--- src/rtl/disp_share_arb.sv ---
// rtl/disp_share_arb.sv - round-robin arbiter sharing the 4-digit seven-segment display
module disp_share_arb #(
    parameter int NREQ       = 3,
    parameter int TICK_DIV   = 50000,
    parameter int HOLD_TICKS = 500
) (
    input  logic                 clk,
    input  logic                 reset_n,
    input  logic [NREQ-1:0]      req,
    input  logic [16*NREQ-1:0]   data,
    input  logic [4*NREQ-1:0]    dp,
    output logic [NREQ-1:0]      gnt,
    output logic [2:0]           owner,
    output logic                 busy,
    output logic [3:0]           hex3,
    output logic [3:0]           hex2,
    output logic [3:0]           hex1,
    output logic [3:0]           hex0,
    output logic [3:0]           dp_out
);

    localparam int PW = (TICK_DIV > 1) ? $clog2(TICK_DIV) : 1;
    localparam int HW = $clog2(HOLD_TICKS + 1);

    typedef enum logic [1:0] {IDLE, HOLD, OPEN} state_t;

    state_t          state;
    state_t          nxt_state;
    logic [PW-1:0]   psc;
    logic [HW-1:0]   hcnt;
    logic            tick;
    logic            hold_elapsed;
    logic            own_req;
    logic            others;
    logic            pick_found;
    logic            restart;
    logic [2:0]      pick_idx;
    logic [2:0]      nxt_owner;
    logic [15:0]     sel_data;
    logic [3:0]      sel_dp;

    assign tick    = (psc == PW'(TICK_DIV - 1));
    assign own_req = |(req & gnt);
    assign others  = |(req & ~gnt);

    // Elapsed is taken on the edge that completes the last tick, so ownership lasts exactly HOLD_TICKS*TICK_DIV cycles.
    assign hold_elapsed = (state == OPEN) ||
                          (state == HOLD && tick && hcnt == HW'(HOLD_TICKS - 1));

    // Nearest requester after the current owner wins; k runs downward so the smallest distance is written last.
    always_comb begin
        pick_found = 1'b0;
        pick_idx   = owner;
        for (int k = NREQ; k >= 1; k--) begin
            for (int i = 0; i < NREQ; i++) begin
                if (req[i] && ((int'(owner) + k) % NREQ) == i) begin
                    pick_found = 1'b1;
                    pick_idx   = 3'(i);
                end
            end
        end
    end

    always_comb begin
        nxt_state = state;
        nxt_owner = owner;
        restart   = 1'b0;
        case (state)
            IDLE: begin
                if (pick_found) begin
                    nxt_state = HOLD;
                    nxt_owner = pick_idx;
                    restart   = 1'b1;
                end
            end
            default: begin
                if ((hold_elapsed && others) || (!hold_elapsed && !own_req)) begin
                    if (pick_found) begin
                        nxt_state = HOLD;
                        nxt_owner = pick_idx;
                        restart   = 1'b1;
                    end else begin
                        nxt_state = IDLE;
                    end
                end else if (!own_req) begin
                    nxt_state = IDLE;
                end else if (hold_elapsed) begin
                    nxt_state = OPEN;
                end
            end
        endcase
    end

    always_comb begin
        sel_data = '0;
        sel_dp   = '1;
        for (int i = 0; i < NREQ; i++) begin
            if (nxt_owner == 3'(i)) begin
                sel_data = data[16*i +: 16];
                sel_dp   = dp[4*i +: 4];
            end
        end
    end

    always_ff @(posedge clk or negedge reset_n) begin
        if (!reset_n) begin
            state  <= IDLE;
            owner  <= 3'(NREQ - 1);
            gnt    <= '0;
            busy   <= 1'b0;
            hex3   <= '0;
            hex2   <= '0;
            hex1   <= '0;
            hex0   <= '0;
            dp_out <= 4'b1111;
            psc    <= '0;
            hcnt   <= '0;
        end else begin
            state <= nxt_state;
            owner <= nxt_owner;
            // Display is only reloaded while granted, so IDLE keeps the last owner's digits.
            if (nxt_state == IDLE) begin
                gnt  <= '0;
                busy <= 1'b0;
            end else begin
                gnt                    <= NREQ'(1) << nxt_owner;
                busy                   <= 1'b1;
                {hex3, hex2, hex1, hex0} <= sel_data;
                dp_out                 <= sel_dp;
            end
            if (restart) begin
                psc  <= '0;
                hcnt <= '0;
            end else if (state == HOLD) begin
                psc <= tick ? '0 : psc + 1'b1;
                if (tick && hcnt != HW'(HOLD_TICKS))
                    hcnt <= hcnt + 1'b1;
            end
        end
    end

endmodule

--- config.mk ---
export PLATFORM = sky130hd
export DESIGN_NAME = disp_share_arb
export DESIGN_NICKNAME = d
export VERILOG_FILES = /design/src/rtl/disp_share_arb.sv
export SDC_FILE = /design/constraint.sdc
export NUM_CORES = 1
export LEC_CHECK = 0
export CAP_MARGIN = 0
export CORE_UTILIZATION = 51
export CTS_BUF_LIST = sky130_fd_sc_hd__clkbuf_4
export CTS_CLUSTER_SIZE = 12
export DETAILED_ROUTE_END_ITERATION = 10
export PLACE_DENSITY_LB_ADDON = 0.05
export SLEW_MARGIN = 20
export SYNTH_ARGS = -nofsm -noshare
export SYNTH_HDL_FRONTEND = slang
export SYNTH_SLANG_ARGS = --single-unit
--- constraint.sdc ---
create_clock -name clk -period 6.3 [get_ports clk]
set_input_delay 1.89 -clock clk [delete_from_list [all_inputs] [get_ports clk]]
set_output_delay 1.89 -clock clk [all_outputs]
set_load 0.02 [all_outputs]
==> flow_summary_export.csv <==
group,metric,value,unit
finish,areaGrowthSynthToFinish,25.2,%
finish,diodes,0,
yosys,synth_xor_area_frac,0.0542,
worst_setup_path,cp-startpoint,"owner[1]",
route,ant_nets,0,
clock_tree,htreeDepth,2,
sta,setup_slack,0.503,ns
yosys,synth_top_family_by_area,"simple AND/OR/NAND/NOR gates",
worst_setup_path,r2r_slack,0.50,ns
sta,relSlewSlack,0.284,
power,p_sw,1.95,mW
yosys,ys_seq_area_frac,0.305,
sta,setup_tns,0,ns
clock_tree,clk_pin_slew,0.16,ns
worst_setup_path,crit_chain,"inv_1 -> ha_1 -> xnor2_2 -> nand2_1 -> inv_1 -> ha_1 -> ha_1 -> a31oi_2 -> nand2_1 -> xnor2_1 -> ha_1 -> inv_1 -> o221a_1 -> o41a_1 -> nor4b_2 -> o21ai_1 -> a221oi_4 -> o21ai_2 -> nand2b_1 -> o221ai_1",
sta,worstMarginPinSlew,1.07,ns
worst_setup_path,required,6.57,ns
die,start_util,0.534,
sta,hold_slack,0.510,ns
sta,skew,0.0175,ns
clock_tree,ctsHoldBuffers,0,
run_status,status,"completed",
clock_tree,clkSinkCount,54,
sta,timing.fmax,172,MHz
route,drt-initial-drc-count,283,
route,routedWlPerCell,16.6,um
sta,rsz0062_at_grt,"false",
clock_tree,clk_latency,0.37,ns
finish,drive_gt1_frac,0.0685,
power,p_per_area,652,nW/um2
worst_setup_path,critPathKind,"reg -> reg",
yosys,ys.flop_type,"dfrtp_1",
worst_setup_path,r2r_cells,20,
global_route,grt_overflow,0,
place,place_ws,0.414,ns
sta,hold_viol,0,
sta,drv_slew,0,
worst_setup_path,max_stage_delay,0.71,ns
yosys,synth_area,4460,um2
worst_setup_path,critPathBufInv,3,
yosys,ys_ff_latch,54,
worst_setup_path,crit_fanout,17,
yosys,yosys.area_share.simple,0.253,
finish,stdcell_area,5580,um2
power,power.leakage,2.42,nW
worst_setup_path,r2r-end,"hex0[2]",
power,intPower,1.68,mW
yosys,syn_area_per_cell,8.27,um2
worst_setup_path,cp_top_family,"compound AO/OA/AOI/OAI gates",
yosys,synth_compound_area_frac,0.227,
place,placedCellCount,723,
yosys,synth_edf_count,0,
die,core,8340,um2
die,rows,33,
finish,fin_nets,717,
place,dp_hpwl,9.12,mm
sta,min_period,5.80,ns
clock_tree,cts_buffer_depth,2,
power,switching_share,0.537,
global_route,antenna_found_initial,0,
global_route,track_usage,0.269,
die,io_pins,92,
route,drc,0,
yosys,async_flop_share,1.00,
die,fp.dieH,95.5,um
route,totalWireLength,12.2,mm
place,io_buffers,91,
sta,finalSetupViolations,0,
worst_setup_path,start_kind,"register",
power,ir_drop,0.923,mV
yosys,syn_inst,539,
finish,utilization,0.669,
clock_tree,cts_tree,"done",
worst_setup_path,critPathArrivalTime,6.07,ns
route,viasPerCell,6.04,
worst_hold_path,worstHoldPathType,"reg -> reg",
worst_setup_path,cp_slowest_cell,"dfstp_2",
clock_tree,cts_inserted_buffers,5,
sta,finalCritPeriodShare,0.920,
route,firstDrtPassIters,5,
worst_setup_path,end_kind,"register",
power,seq_power_share,0.153,
place,dpl-instance-area,5490,um2
global_route,grt_max_degree,55,
yosys,syn_nets,629,
die,die-area,9120,um2
finish,final_cells,733,
yosys,synth_cell_types,76,
global_route,first_global_vias,4160,
job,drv_cap,0,
power,p_total,3.64,mW
die,die_w,95.5,um
global_route,grt_pass1_wl,19.4,mm
worst_setup_path,cp-endpoint,"hex0[2]",
yosys,synth_adder_area_share,0.0702,
yosys,synth.mux.area_fraction,0.0458,
worst_setup_path,cp_common_cell,"ha_1",
power,comb_power_share,0.802,
clock_tree,root_buffer,"clkbuf_4",
route,vias,4430,
yosys,synth_warnings,0,
place,globalplace.congestion,0.910,
power,clkPwrFrac,0.045,
worst_setup_path,reg2reg_from,"owner[1]",
worst_setup_path,worst-path-stages,20,
==> how the worst min path moves through the flow <==
stage | startpoint | endpoint | slack (ns) | cells after the start
CTS | dp_out[3] | dp_out[3] | 0.51 | 2
finish | dp_out[3] | dp_out[3] | 0.51 | 2
detailed placement | hex2[2] | hex2[2] | 0.48 | 2
global route | hex3[3] | hex3[3] | 0.55 | 2
floorplan | psc[15] | psc[15] | 0.50 | 2
global placement | hex3[2] | hex3[2] | 0.47 | 2
==> metal layers <==
| metal | up-vias | track usage | share of wire |
|---|---|---|---|
| met3 | 6 | 0.0486 | 0.081 |
| met2 | 179 | 0.450 | 0.48 |
| li1 | 2160 | - | - |
| met4 | 0 | 0.0485 | 0.0057 |
| met1 | 2085 | 0.366 | 0.44 |
| met5 | - | 0 | 0 |
==> flip-flops by register name, summed over array words and instances, names as in the netlist, 2 cells and up <==
signal / count
owner: 3
hex3: 4
state: 2
hex0: 4
hex1: 4
gnt: 3
hex2: 4
dp_out: 4
hcnt: 9
psc: 16
==> cell type report <==
type / instances / area [um2]
multi-input combinational: 435 / 2920
fill: 680 / 2760
sequential: 54 / 1360
timing repair buffer: 101 / 993
tap: 105 / 131
inverter: 30 / 113
clock buffer: 5 / 37.5
clock inverter: 3 / 26.3
==> cells in the final DEF (no fill, tap or decap), types with 9 or more instances in the layout <==
master,instances
a21oi_1,24
and3_1,10
buf_4,9
clkdlybuf4s50_1,90
dfrtp_1,49
ha_1,25
inv_1,30
mux2i_1,18
nand2_1,58
nand3_1,21
nand4_1,11
nor2_1,80
nor3_1,10
o21ai_0,13
o221ai_1,17
xnor2_1,11
xor2_1,11
==> power by group through the flow <==
stage	combinational, mW	sequential (mW)	clock (mW)
2_1_floorplan	2.00	0.631	0
3_3_place_gp	2.78	0.561	0
3_5_place_dp	2.83	0.560	0
4_1_cts	2.84	0.557	0.169
5_1_grt	3.19	0.569	0.182
6_report	2.92	0.557	0.164
==> Yosys cell counts (all sizes together) (4+ instances only) <==
cell,n,area (um2)
a211o,4,35.0
a211oi,5,37.5
a21oi,25,129
a31oi,8,71.3
and3,10,62.6
and4,5,43.8
buf,12,58.8
clkbuf,8,30.0
dfrtp,49,1230
dfstp,5,131
ha,25,313
inv,30,113
mux2i,20,204
nand2,59,224
nand2b,4,25.0
nand3,21,105
nand4,11,68.8
nor2,80,300
nor2b,4,25.0
nor3,11,60.1
nor3b,4,30.0
o211a,5,50.1
o211ai,6,50.1
o21a,6,45.0
o21ai,19,98.8
o221ai,17,149
or3,4,25.0
xnor2,13,129
xor2,12,113
==> worst reg2reg max path, cell delays in order, from the launching register on <==
cell and delay, ns:
dfstp_2 0.71, inv_1 0.21, ha_1 0.32, xnor2_2 0.20
nand2_1 0.19, inv_1 0.07, ha_1 0.23, ha_1 0.28
a31oi_2 0.30, nand2_1 0.16, xnor2_1 0.22, ha_1 0.26
inv_1 0.07, o221a_1 0.17, o41a_1 0.44, nor4b_2 0.32
o21ai_1 0.17, a221oi_4 0.43, o21ai_2 0.17, nand2b_1 0.48
o221ai_1 0.31
==> cell families after synthesis <==
family | Yosys count
fa+ha+maj | 25
mux | 20
simple gates | 232
flops | 54
buf+inv | 50
xor+xnor | 25
compound gates | 133
==> what timing repair did <==
action                                  4_1_cts  5_1_grt
resized for setup                             0        1
endpoints found under the setup margin        0       16
buffers inserted                              0        2
Note: power is estimated with default switching activity, not from simulation.
